File: src/rtl/contra_sprite_pkg.sv
// Shared types and constants for the Contra-style enemy sprite datapath.
// Palette index 0 is the chroma-key green and is never drawn.
package contra_sprite_pkg;

    typedef enum logic [1:0] {
        IDLE  = 2'd0,
        RUN   = 2'd1,
        DYING = 2'd2,
        DEAD  = 2'd3
    } anim_state_t;

    localparam logic [2:0] TRANSPARENT_IDX = 3'd0;
    localparam int SCREEN_W = 640;
    localparam int SCREEN_H = 480;

endpackage

File: src/rtl/sprite_anim_fsm.sv
// Per-frame animation state machine for the running enemy.
// Covers idle, the run cycle, the dying blink and dead, plus the frame index and death pulse.
module sprite_anim_fsm
    import contra_sprite_pkg::*;
#(
    parameter int NUM_FRAMES  = 3,
    parameter int FRAME_HOLD  = 6,
    parameter int DYING_TICKS = 36
) (
    input  logic       Clk,
    input  logic       Reset,
    input  logic       frame_tick,
    input  logic       spawn,
    input  logic       kill,
    input  logic       moving,
    output logic [1:0] frame_idx,
    output logic [1:0] anim_state,
    output logic       visible,
    output logic       death_done
);

    anim_state_t state_q, state_d;
    logic [2:0]  hold_q, hold_d;
    logic [5:0]  dying_q, dying_d;
    logic [1:0]  frame_q, frame_d;
    logic        death_done_q, death_done_d;

    always_ff @(posedge Clk or posedge Reset) begin
        if (Reset) begin
            state_q      <= DEAD;
            hold_q       <= '0;
            dying_q      <= '0;
            frame_q      <= '0;
            death_done_q <= 1'b0;
        end else begin
            state_q      <= state_d;
            hold_q       <= hold_d;
            dying_q      <= dying_d;
            frame_q      <= frame_d;
            death_done_q <= death_done_d;
        end
    end

    // kill is tested before frame_tick everywhere, so it wins any same-cycle tie.
    always_comb begin
        state_d      = state_q;
        hold_d       = hold_q;
        dying_d      = dying_q;
        frame_d      = frame_q;
        death_done_d = 1'b0;
        case (state_q)
            DEAD: begin
                if (spawn) begin
                    state_d = IDLE;
                    hold_d  = '0;
                    dying_d = '0;
                    frame_d = '0;
                end
            end
            IDLE: begin
                frame_d = '0;
                if (kill) begin
                    state_d = DYING;
                    dying_d = '0;
                end else if (frame_tick && moving) begin
                    state_d = RUN;
                    hold_d  = '0;
                end
            end
            RUN: begin
                if (kill) begin
                    state_d = DYING;
                    dying_d = '0;
                end else if (frame_tick) begin
                    if (!moving) begin
                        state_d = IDLE;
                        frame_d = '0;
                        hold_d  = '0;
                    end else if (hold_q == 3'(FRAME_HOLD - 1)) begin
                        hold_d  = '0;
                        frame_d = (frame_q == 2'(NUM_FRAMES - 1)) ? 2'd0 : frame_q + 2'd1;
                    end else begin
                        hold_d = hold_q + 3'd1;
                    end
                end
            end
            DYING: begin
                if (frame_tick) begin
                    if (dying_q == 6'(DYING_TICKS - 1)) begin
                        state_d      = DEAD;
                        death_done_d = 1'b1;
                    end else begin
                        dying_d = dying_q + 6'd1;
                    end
                end
            end
            default: state_d = DEAD;
        endcase
    end

    // Bit 2 of the dying counter gives a blink that toggles every 4 frames.
    always_comb begin
        visible = 1'b0;
        case (state_q)
            IDLE, RUN: visible = 1'b1;
            DYING:     visible = dying_q[2];
            default:   visible = 1'b0;
        endcase
    end

    assign frame_idx  = frame_q;
    assign anim_state = state_q;
    assign death_done = death_done_q;

endmodule

File: src/rtl/enemy_sprite_sequencer.sv
// Running-enemy sprite sequencer: hit test and mirrored ROM addressing per pixel,
// a 3-stage pipeline through the synchronous sprite ROM, and the animation FSM.
module enemy_sprite_sequencer
    import contra_sprite_pkg::*;
#(
    parameter int SPRITE_W    = 24,
    parameter int SPRITE_H    = 34,
    parameter int NUM_FRAMES  = 3,
    parameter int FRAME_HOLD  = 6,
    parameter int DYING_TICKS = 36,
    parameter int ADDR_W      = 12
) (
    input  logic              Clk,
    input  logic              Reset,
    input  logic              frame_tick,
    input  logic              spawn,
    input  logic              kill,
    input  logic              moving,
    input  logic              facing_left,
    input  logic [9:0]        pos_x,
    input  logic [9:0]        pos_y,
    input  logic [9:0]        draw_x,
    input  logic [9:0]        draw_y,
    output logic [ADDR_W-1:0] rom_addr,
    input  logic [2:0]        rom_data,
    output logic [2:0]        pal_index,
    output logic              pix_valid,
    output logic [1:0]        frame_idx,
    output logic [1:0]        anim_state,
    output logic              death_done
);

    localparam int FRAME_PIX = SPRITE_W * SPRITE_H;

    logic visible;

    sprite_anim_fsm #(
        .NUM_FRAMES (NUM_FRAMES),
        .FRAME_HOLD (FRAME_HOLD),
        .DYING_TICKS(DYING_TICKS)
    ) u_fsm (
        .Clk       (Clk),
        .Reset     (Reset),
        .frame_tick(frame_tick),
        .spawn     (spawn),
        .kill      (kill),
        .moving    (moving),
        .frame_idx (frame_idx),
        .anim_state(anim_state),
        .visible   (visible),
        .death_done(death_done)
    );

    logic signed [10:0] dx, dy;
    logic [9:0]         col;
    logic               hit;

    logic [ADDR_W-1:0] rom_addr_q, rom_addr_d;
    logic              hit1_q, hit1_d, vis1_q, vis1_d;
    logic              hit2_q, hit2_d, vis2_q, vis2_d;
    logic [2:0]        pal_q, pal_d;
    logic              valid_q, valid_d;

    // The 11-bit signed difference keeps pixels left of or above the box negative,
    // so the hit test never wraps around the screen edge.
    always_comb begin
        dx  = $signed({1'b0, draw_x}) - $signed({1'b0, pos_x});
        dy  = $signed({1'b0, draw_y}) - $signed({1'b0, pos_y});
        hit = !dx[10] && !dy[10] && (dx[9:0] < 10'(SPRITE_W)) && (dy[9:0] < 10'(SPRITE_H));
        col = facing_left ? (10'(SPRITE_W - 1) - dx[9:0]) : dx[9:0];

        rom_addr_d = '0;
        if (hit) begin
            rom_addr_d = ADDR_W'(frame_idx) * ADDR_W'(FRAME_PIX)
                       + ADDR_W'(dy[9:0]) * ADDR_W'(SPRITE_W)
                       + ADDR_W'(col);
        end
        hit1_d  = hit;
        vis1_d  = visible;
        hit2_d  = hit1_q;
        vis2_d  = vis1_q;
        pal_d   = rom_data;
        valid_d = hit2_q && (rom_data != TRANSPARENT_IDX) && vis2_q;
    end

    always_ff @(posedge Clk or posedge Reset) begin
        if (Reset) begin
            rom_addr_q <= '0;
            hit1_q     <= 1'b0;
            vis1_q     <= 1'b0;
            hit2_q     <= 1'b0;
            vis2_q     <= 1'b0;
            pal_q      <= '0;
            valid_q    <= 1'b0;
        end else begin
            rom_addr_q <= rom_addr_d;
            hit1_q     <= hit1_d;
            vis1_q     <= vis1_d;
            hit2_q     <= hit2_d;
            vis2_q     <= vis2_d;
            pal_q      <= pal_d;
            valid_q    <= valid_d;
        end
    end

    assign rom_addr  = rom_addr_q;
    assign pal_index = pal_q;
    assign pix_valid = valid_q;

endmodule
File: config.mk
export PLATFORM = sky130hd
export DESIGN_NAME = enemy_sprite_sequencer
export DESIGN_NICKNAME = d
export VERILOG_FILES = /design/src/rtl/contra_sprite_pkg.sv /design/src/rtl/sprite_anim_fsm.sv /design/src/rtl/enemy_sprite_sequencer.sv
export SDC_FILE = /design/constraint.sdc
export NUM_CORES = 1
export LEC_CHECK = 0
export ABC_AREA = 1
export CAP_MARGIN = 20
export CORE_MARGIN = 4
export CORE_UTILIZATION = 50
export CTS_BUF_LIST = sky130_fd_sc_hd__clkbuf_4 sky130_fd_sc_hd__clkbuf_8
export DETAILED_ROUTE_END_ITERATION = 10
export PLACE_DENSITY = 0.8
export SETUP_SLACK_MARGIN = 0.1
export SYNTH_ARGS = -nofsm -noshare
export SYNTH_HDL_FRONTEND = slang
export SYNTH_HIERARCHICAL = 1
export SYNTH_SLANG_ARGS = --single-unit
File: constraint.sdc
create_clock -name Clk -period 2.5 [get_ports Clk]
set_input_delay 0.25 -clock Clk [delete_from_list [all_inputs] [get_ports Clk]]
set_output_delay 0.25 -clock Clk [all_outputs]
set_load 0.005 [all_outputs]
==> results.json <==
{
  "syn_nets": 638,
  "num_rows": 31,
  "grt_pass1_vias": 4598,
  "timing.hold.ws_ps": 360,
  "p_switching_mw": 3.65,
  "netSwitchingFraction_pct": 50.4,
  "initial_core_util_pct": 51.5,
  "numCtsBuffers": 5,
  "pwr-share-seq_pct": 9.7,
  "fin_cells": 798,
  "route.detailed.drc": 0,
  "htree_levels": 2,
  "gp_congestion": 0.896,
  "fin_tns_setup_ps": -11800,
  "fillers": 309,
  "r2r-start": "u_fsm/frame_idx[0]",
  "tightest_slew_ps": 824,
  "violations": "setup timing",
  "clk_path_buf_depth": 2,
  "nets": 807,
  "io_pins": 71,
  "ant_nets": 0,
  "ys_warn_count": 6,
  "clock_latency_ps": 300,
  "hold_violations": 0,
  "netlist_area_mm2": 0.00375,
  "diodes": 0,
  "r2r_setup_slack_ps": -770,
  "synthArstFlopShare_pct": 100,
  "post-place-ws_ps": -1850,
  "dr.pass1.iters": 7,
  "cap_violations": 0,
  "cp.arrival_ps": 4530,
  "status": "finished with violations",
  "antenna_found_initial": 0,
  "power.density_mw_per_mm2": 1130,
  "timing.final.ws_setup_ps": -1800,
  "areaGrowthSynthToFinish_pct": 70.5,
  "ys_types": 35,
  "min_path_type": "input pin to async pin",
  "drtIter0Drc": 842,
  "wl_um": 18900,
  "vias": 4994,
  "die_area_mm2": 0.00896,
  "port_buffers": 70,
  "clk_pin_slew_worst_paths_ps": 80,
  "power.leakage_nw": 3.17,
  "rsz0062_at_grt": "true",
  "drive_gt1_share_pct": 40.3,
  "synth_edf_count": 0,
  "cp-endpoint": "rom_addr[11]",
  "hpwl_um": 8040,
  "crit_start": "draw_x[0]",
  "die_w_um": 94.6,
  "finalCritPeriodShare_pct": 172,
  "place_area_mm2": 0.00536,
  "relSlewSlack_pct": 45.0,
  "clock_power_share_pct": 8.7,
  "avgSynthCellArea_um2": 7.10,
  "internal_power_mw": 3.59,
  "slew_viol_final": 0,
  "max_freq_ghz": 0.233,
  "seq_area_frac_synth_pct": 22.7,
  "grt_pass1_wl_um": 21500,
  "finalInstanceArea_mm2": 0.00640,
  "cts.sinks": 34,
  "worstSetupPathType": "input pin to flop",
  "grt_start_max_net_pins": 21,
  "synthTopCellsByArea": "dfrtp_1 21%, ha_1 16%, nand2_1 14%, inv_1 11%, fa_1 5.3%",
  "startpoint_type": "input pin",
  "r2r_end": "rom_addr[11]",
  "core_area_mm2": 0.00729,
  "period_needed_ps": 4300,
  "routed_via_density": 6.26,
  "synthCells": 529,
  "finalSetupViolations": 13,
  "synth-main-ff-cell": "dfrtp_1",
  "synth.largest_area_cell": "dfrtp_1",
  "comb_power_share_pct": 81.6,
  "yosysTopAreaCellShare_pct": 21.3,
  "crit_path_end_kind": "flop",
  "ir_worst_vdd_v": 0.000609,
  "die_h_um": 94.6,
  "cts_tree": "done",
  "grt_remaining_overflow": 0,
  "ys_ff_latch": 34,
  "r2r_cells": 15,
  "routedWlPerCell_um": 23.6,
  "groute.usage.overall_pct": 30.8,
  "path_max_fanout": 4,
  "critPathRequiredTime_ps": 2730,
  "dp_cells": 766,
  "finClkSkew_ps": 8.15,
  "root_buffer": "clkbuf_8"
}
critical path: stages:
cell	delay (ps)
buf_8	110
inv_12	40
ha_4	110
inv_2	70
fa_2	410
a21oi_2	180
o21ai_2	100
xor2_2	220
inv_2	90
ha_4	190
nor2_4	130
a21oi_2	80
xor2_1	140
inv_1	90
fa_1	700
inv_2	160
ha_4	360
nand2_1	120
nor2_4	140
a21oi_2	80
nand3b_1	260
nand2_2	150
inv_2	50
nand3_2	80
nand2_2	80
nor2_1	110
state kept, by name, summed over array words and instances (netlist names):
register and count:
rom_addr 12, u_fsm/dying_q 6, pal_index 3, u_fsm/hold_q 3, u_fsm/anim_state 2, u_fsm/frame_idx 2
hit1_q 1, hit2_q 1, pix_valid 1, u_fsm/death_done 1, vis1_q 1, vis2_q 1
layout make-up:
cell class / instances / area, um2 / share of cell area [%]
clock inverter: 3 / 68.8 / 1.08
timing repair buffer: 166 / 1480 / 23.1
tap: 99 / 124 / 1.94
multi-input combinational: 383 / 3370 / 52.7
clock buffer: 5 / 68.8 / 1.08
inverter: 108 / 433 / 6.76
sequential: 34 / 853 / 13.3
cell families after synthesis:
logic type / share of synthesized area (%)
buffers and inverters: 11.7
DFF: 22.7
adders and majority gates: 21.7
AOI/OAI and AO/OA: 7.10
and+or+nand+nor: 30.3
xor gates and xnor gates: 6.53
through the flow:
stage | total power [mW] | util [%]
2_1_floorplan | 2.97 | -
3_3_place_gp | 3.85 | 73.6
3_5_place_dp | 4.05 | 73.6
4_1_cts | 5.64 | 83.6
5_1_grt | 7.46 | 87.8
6_report | 7.24 | 87.8
power groups by stage:
stage,registers (mW),logic (mW),clock network [mW]
final,0.700,5.91,0.632
after global routing,0.705,6.10,0.653
after CTS,0.687,4.34,0.615
after detailed placement,0.698,3.35,0
after global placement,0.693,3.15,0
after floorplan,0.687,2.28,0
synthesized netlist by cell type, drive strengths merged (2+ instances only):
library cell / instances
dfstp: 2
ha: 49
dfrtp: 32
a31oi: 2
o21bai: 2
nand3: 44
nand2: 142
o21ai: 20
buf: 3
nand4: 7
nor2: 50
a21oi: 19
xnor2: 8
nand3b: 4
inv: 108
xor2: 20
fa: 10
placed cells by master (no fill, tap or decap), types with 11 or more instances in the layout:
cell type and n:
nand3_2 11, a21oi_2 11, nor2_2 14, clkdlybuf4s50_1 48, buf_4 82, nand2_1 115
nor2_1 25, inv_1 80, nor2_4 11, inv_2 25, buf_6 13, dlygate4sd2_1 15
ha_4 25, nand2_2 22, ha_1 23, nand3_1 26, dfrtp_1 32
how the worst min path moves through the flow:
stage | start | to | slack [ps] | cells past startpoint
after floorplan | Reset | u_fsm/death_done | 140 | 1
after CTS | vis1_q | vis2_q | 340 | 0
after global routing | vis1_q | vis2_q | 360 | 0
final | Reset | u_fsm/dying_q[0] | 360 | 2
after detailed placement | vis1_q | vis2_q | 330 | 0
after global placement | vis1_q | vis2_q | 340 | 0
metal layers:
metal / wire length (um) / global-route usage, % / up-vias
li1: - / - / 1981
met1: 5710 / 31.1 / 2245
met2: 8520 / 58.0 / 529
met3: 2200 / 5.02 / 239
met4: 2430 / 19.4 / 0
met5: 0 / 0 / -
what timing repair did:
action / CTS / global route
resized for setup: 140 / 52
endpoints found under the setup margin: 13 / 13
setup buffers: 16 / 9
cloned: 1 / 0
hold buffers: 0 / 0
pin swaps: 86 / 64
Note: power is estimated with default switching activity, not from simulation.
==> patch, RTL diff (config.mk and constraints unchanged) <==
Reset style: synchronous (`Reset`), changed in 2 clocked blocks.
--- a/src/rtl/sprite_anim_fsm.sv
+++ b/src/rtl/sprite_anim_fsm.sv
@@ -25,7 +25,7 @@
     logic [1:0]  frame_q, frame_d;
     logic        death_done_q, death_done_d;
 
-    always_ff @(posedge Clk or posedge Reset) begin
+    always_ff @(posedge Clk) begin
         if (Reset) begin
             state_q      <= DEAD;
             hold_q       <= '0;
--- a/src/rtl/enemy_sprite_sequencer.sv
+++ b/src/rtl/enemy_sprite_sequencer.sv
@@ -83,7 +83,7 @@
         valid_d = hit2_q && (rom_data != TRANSPARENT_IDX) && vis2_q;
     end
 
-    always_ff @(posedge Clk or posedge Reset) begin
+    always_ff @(posedge Clk) begin
         if (Reset) begin
             rom_addr_q <= '0;
             hit1_q     <= 1'b0;
Behaviour: differs if Reset is asserted again (counterexample within 4 cycles, from zero or initial values and one cycle with Reset high); with Reset held inactive, the same outputs for 10 cycles.
==> patch against the original RTL <==
- critical path depth is 1 lower
- design area is 0.25% higher
- power is 3.6% higher
- area after synthesis is 1.7% lower
- first-iteration DRC count is 46% lower
- wire length is 9.2% lower
- hold slack better by 0.080 ns
- critical endpoint is now rom_addr[11]$_SDFF_PP0_
- count of clock-buffer cells in the layout is 1 higher
- sequential cell count stayed put
- fmax is 15% higher
- setup slack better by 0.57 ns
- the run ends with design-rule violations, negative setup slack left
- largest power group unchanged
==> patch: results (changes against the original RTL) <==
- Relative slew slack: 60.4% (was 45.0%)
- Crit path launch: draw_y[0] (was draw_x[0])
- Maximum vdd drop: 0.870 mV (was 0.609 mV)
- Metal1 wirelength: 5690 µm (was 5710 µm)
- Leak: 3.10 nW (was 3.17 nW)
- Synth cell count leaders: nand2_1, inv_1, nor2_1 (was nand2_1, inv_1, ha_1)
- Post-Synthesis Cells: 554 (was 529)
- Post-Synthesis Net Count: 659 (was 638)
- Distinct cell type count after synthesis: 33 (was 35)
- CTS Buf Count: 5 (unchanged)
- Cell Area, Placed: 5420 µm² (was 5360 µm²)
- Sequential element share of the synthesized area: 18.4% (was 22.7%)
- Vias per cell: 5.89 (was 6.26)
- Remaining routing DRC violations: 1 (was 0)
- Vias in the first global route: 4809 (was 4598)
- Status: finished with violations (unchanged)
- Final setup viols: 13 (unchanged)
- Half-perimeter wire length after placement: 7880 µm (was 8040 µm)
- Largest cells by area after synthesis: dfxtp_1, ha_1, nand2_1 (was dfrtp_1, ha_1, nand2_1)
- Largest net degree at the start of global routing: 14 (was 21)
- Wire length on met3: 1600 µm (was 2200 µm)
- Inst Count DP: 804 (was 766)
- CP Max Fanout: 3 (was 4)
- First-pass GRT wire length: 22700 µm (was 21500 µm)
- Clock skew: 0.00547 ns (was 0.00815 ns)
- Asr flop ratio synth: 0% (was 100%)
- Met2 WL: 8240 µm (was 8520 µm)
- Worst slack, placed: -1.85 ns (about the same)
- Initial drt markers: 457 (was 842)
- Non-Filler Instances: 838 (was 798)
- Initial DRT Pass Iterations: 8 (was 7)
- Hold crit path type: reg -> reg (was in -> async)
- Final worst slack: -1.23 ns (was -1.80 ns)
- Failing checks: design-rule violations, negative setup slack (was negative setup slack)
- Total track usage: 32.7% (was 30.8%)
- # port buffers: 70 (unchanged)
- Ratio of cells with drive above 1 in the final layout: 42.2% (was 40.3%)
- FF-to-FF Start: u_fsm/frame_idx[0]$_SDFFE_PP0P_ (was u_fsm/frame_idx[0]$_DFFE_PP0P_)
- Final net count: 844 (was 807)
- Worst path arrival time: 3.92 ns (was 4.53 ns)
- Gpl congestion: 0.864 (was 0.896)
- Final wirelength: 17100 µm (was 18900 µm)
## patch: critical path: stages
cell	delay (ns)
buf_8	0.10
inv_12	0.03
ha_4	0.15
fa_2	0.45
inv_2	0.09
nand2_2	0.07
nand2_4	0.08
nand2_4	0.09
xor2_4	0.18
buf_4	0.15
ha_4	0.28
inv_2	0.06
o21ai_4	0.17
xor2_2	0.24
fa_1	0.52
ha_4	0.32
nand2_4	0.06
nor3_4	0.20
nor2_1	0.07
nand2_1	0.07
nand2_1	0.07
inv_1	0.07
nand2_1	0.06
nand2_1	0.05
nor2_1	0.04
## patch: cell families (layout without fill, tap and decap cells)
group,count (synthesis),in the layout,share of synthesized area (%)
adder cells (fa/ha/maj),55,55,20.7
AO/OA/AOI/OAI,49,49,7.05
flip-flops,34,34,18.4
AND/OR/NAND/NOR,274,274,35.7
buffers and inverters,119,304,12.6
XOR/XNOR,23,23,5.46
## patch: what timing repair did
action	4_1_cts	5_1_grt
setup endpoints to repair	13	13
gates cloned	1	0
resized for setup	133	63
buffers inserted	27	7
pin swaps	89	40
## patch: metal layers
metal	vias to the layer above	GRT usage [%]
met2	458	60.4
met5	-	0
met1	2211	33.4
met4	0	19.7
li1	2100	-
met3	165	6.57
## patch: report_power, final
part / internal [mW] / switching, mW
Sequential: 0.603 / 0.0907
Combinational: 2.91 / 3.38
Clock: 0.319 / 0.198
## patch: final cells by class
type	instances	area (µm²)
multi-input cells	401	3440
repair buffers	182	1610
flip-flops and latches	34	681
inverters	115	457
fillers	311	797
clock inverters	1	30.0
well taps	99	124
clock buffers	6	82.6
## patch: path summary, 6_finish.rpt
path | slack, ns | cells after the start | end
max reg2reg | -0.30 | 14 | rom_addr[10]$_SDFF_PP0_
min reg2reg | 0.44 | 2 | hit2_q$_SDFF_PP0_
max | -1.23 | 25 | rom_addr[11]$_SDFF_PP0_
min | 0.44 | 2 | hit2_q$_SDFF_PP0_
## patch: metrics by stage
step	setup TNS, ns	utilization (%)
after floorplan	-4.90	-
after global placement	-15.34	75.1
after detailed placement	-17.04	75.1
after CTS	-6.48	84.6
after global routing	-10.44	89.0
final	-9.37	89.0
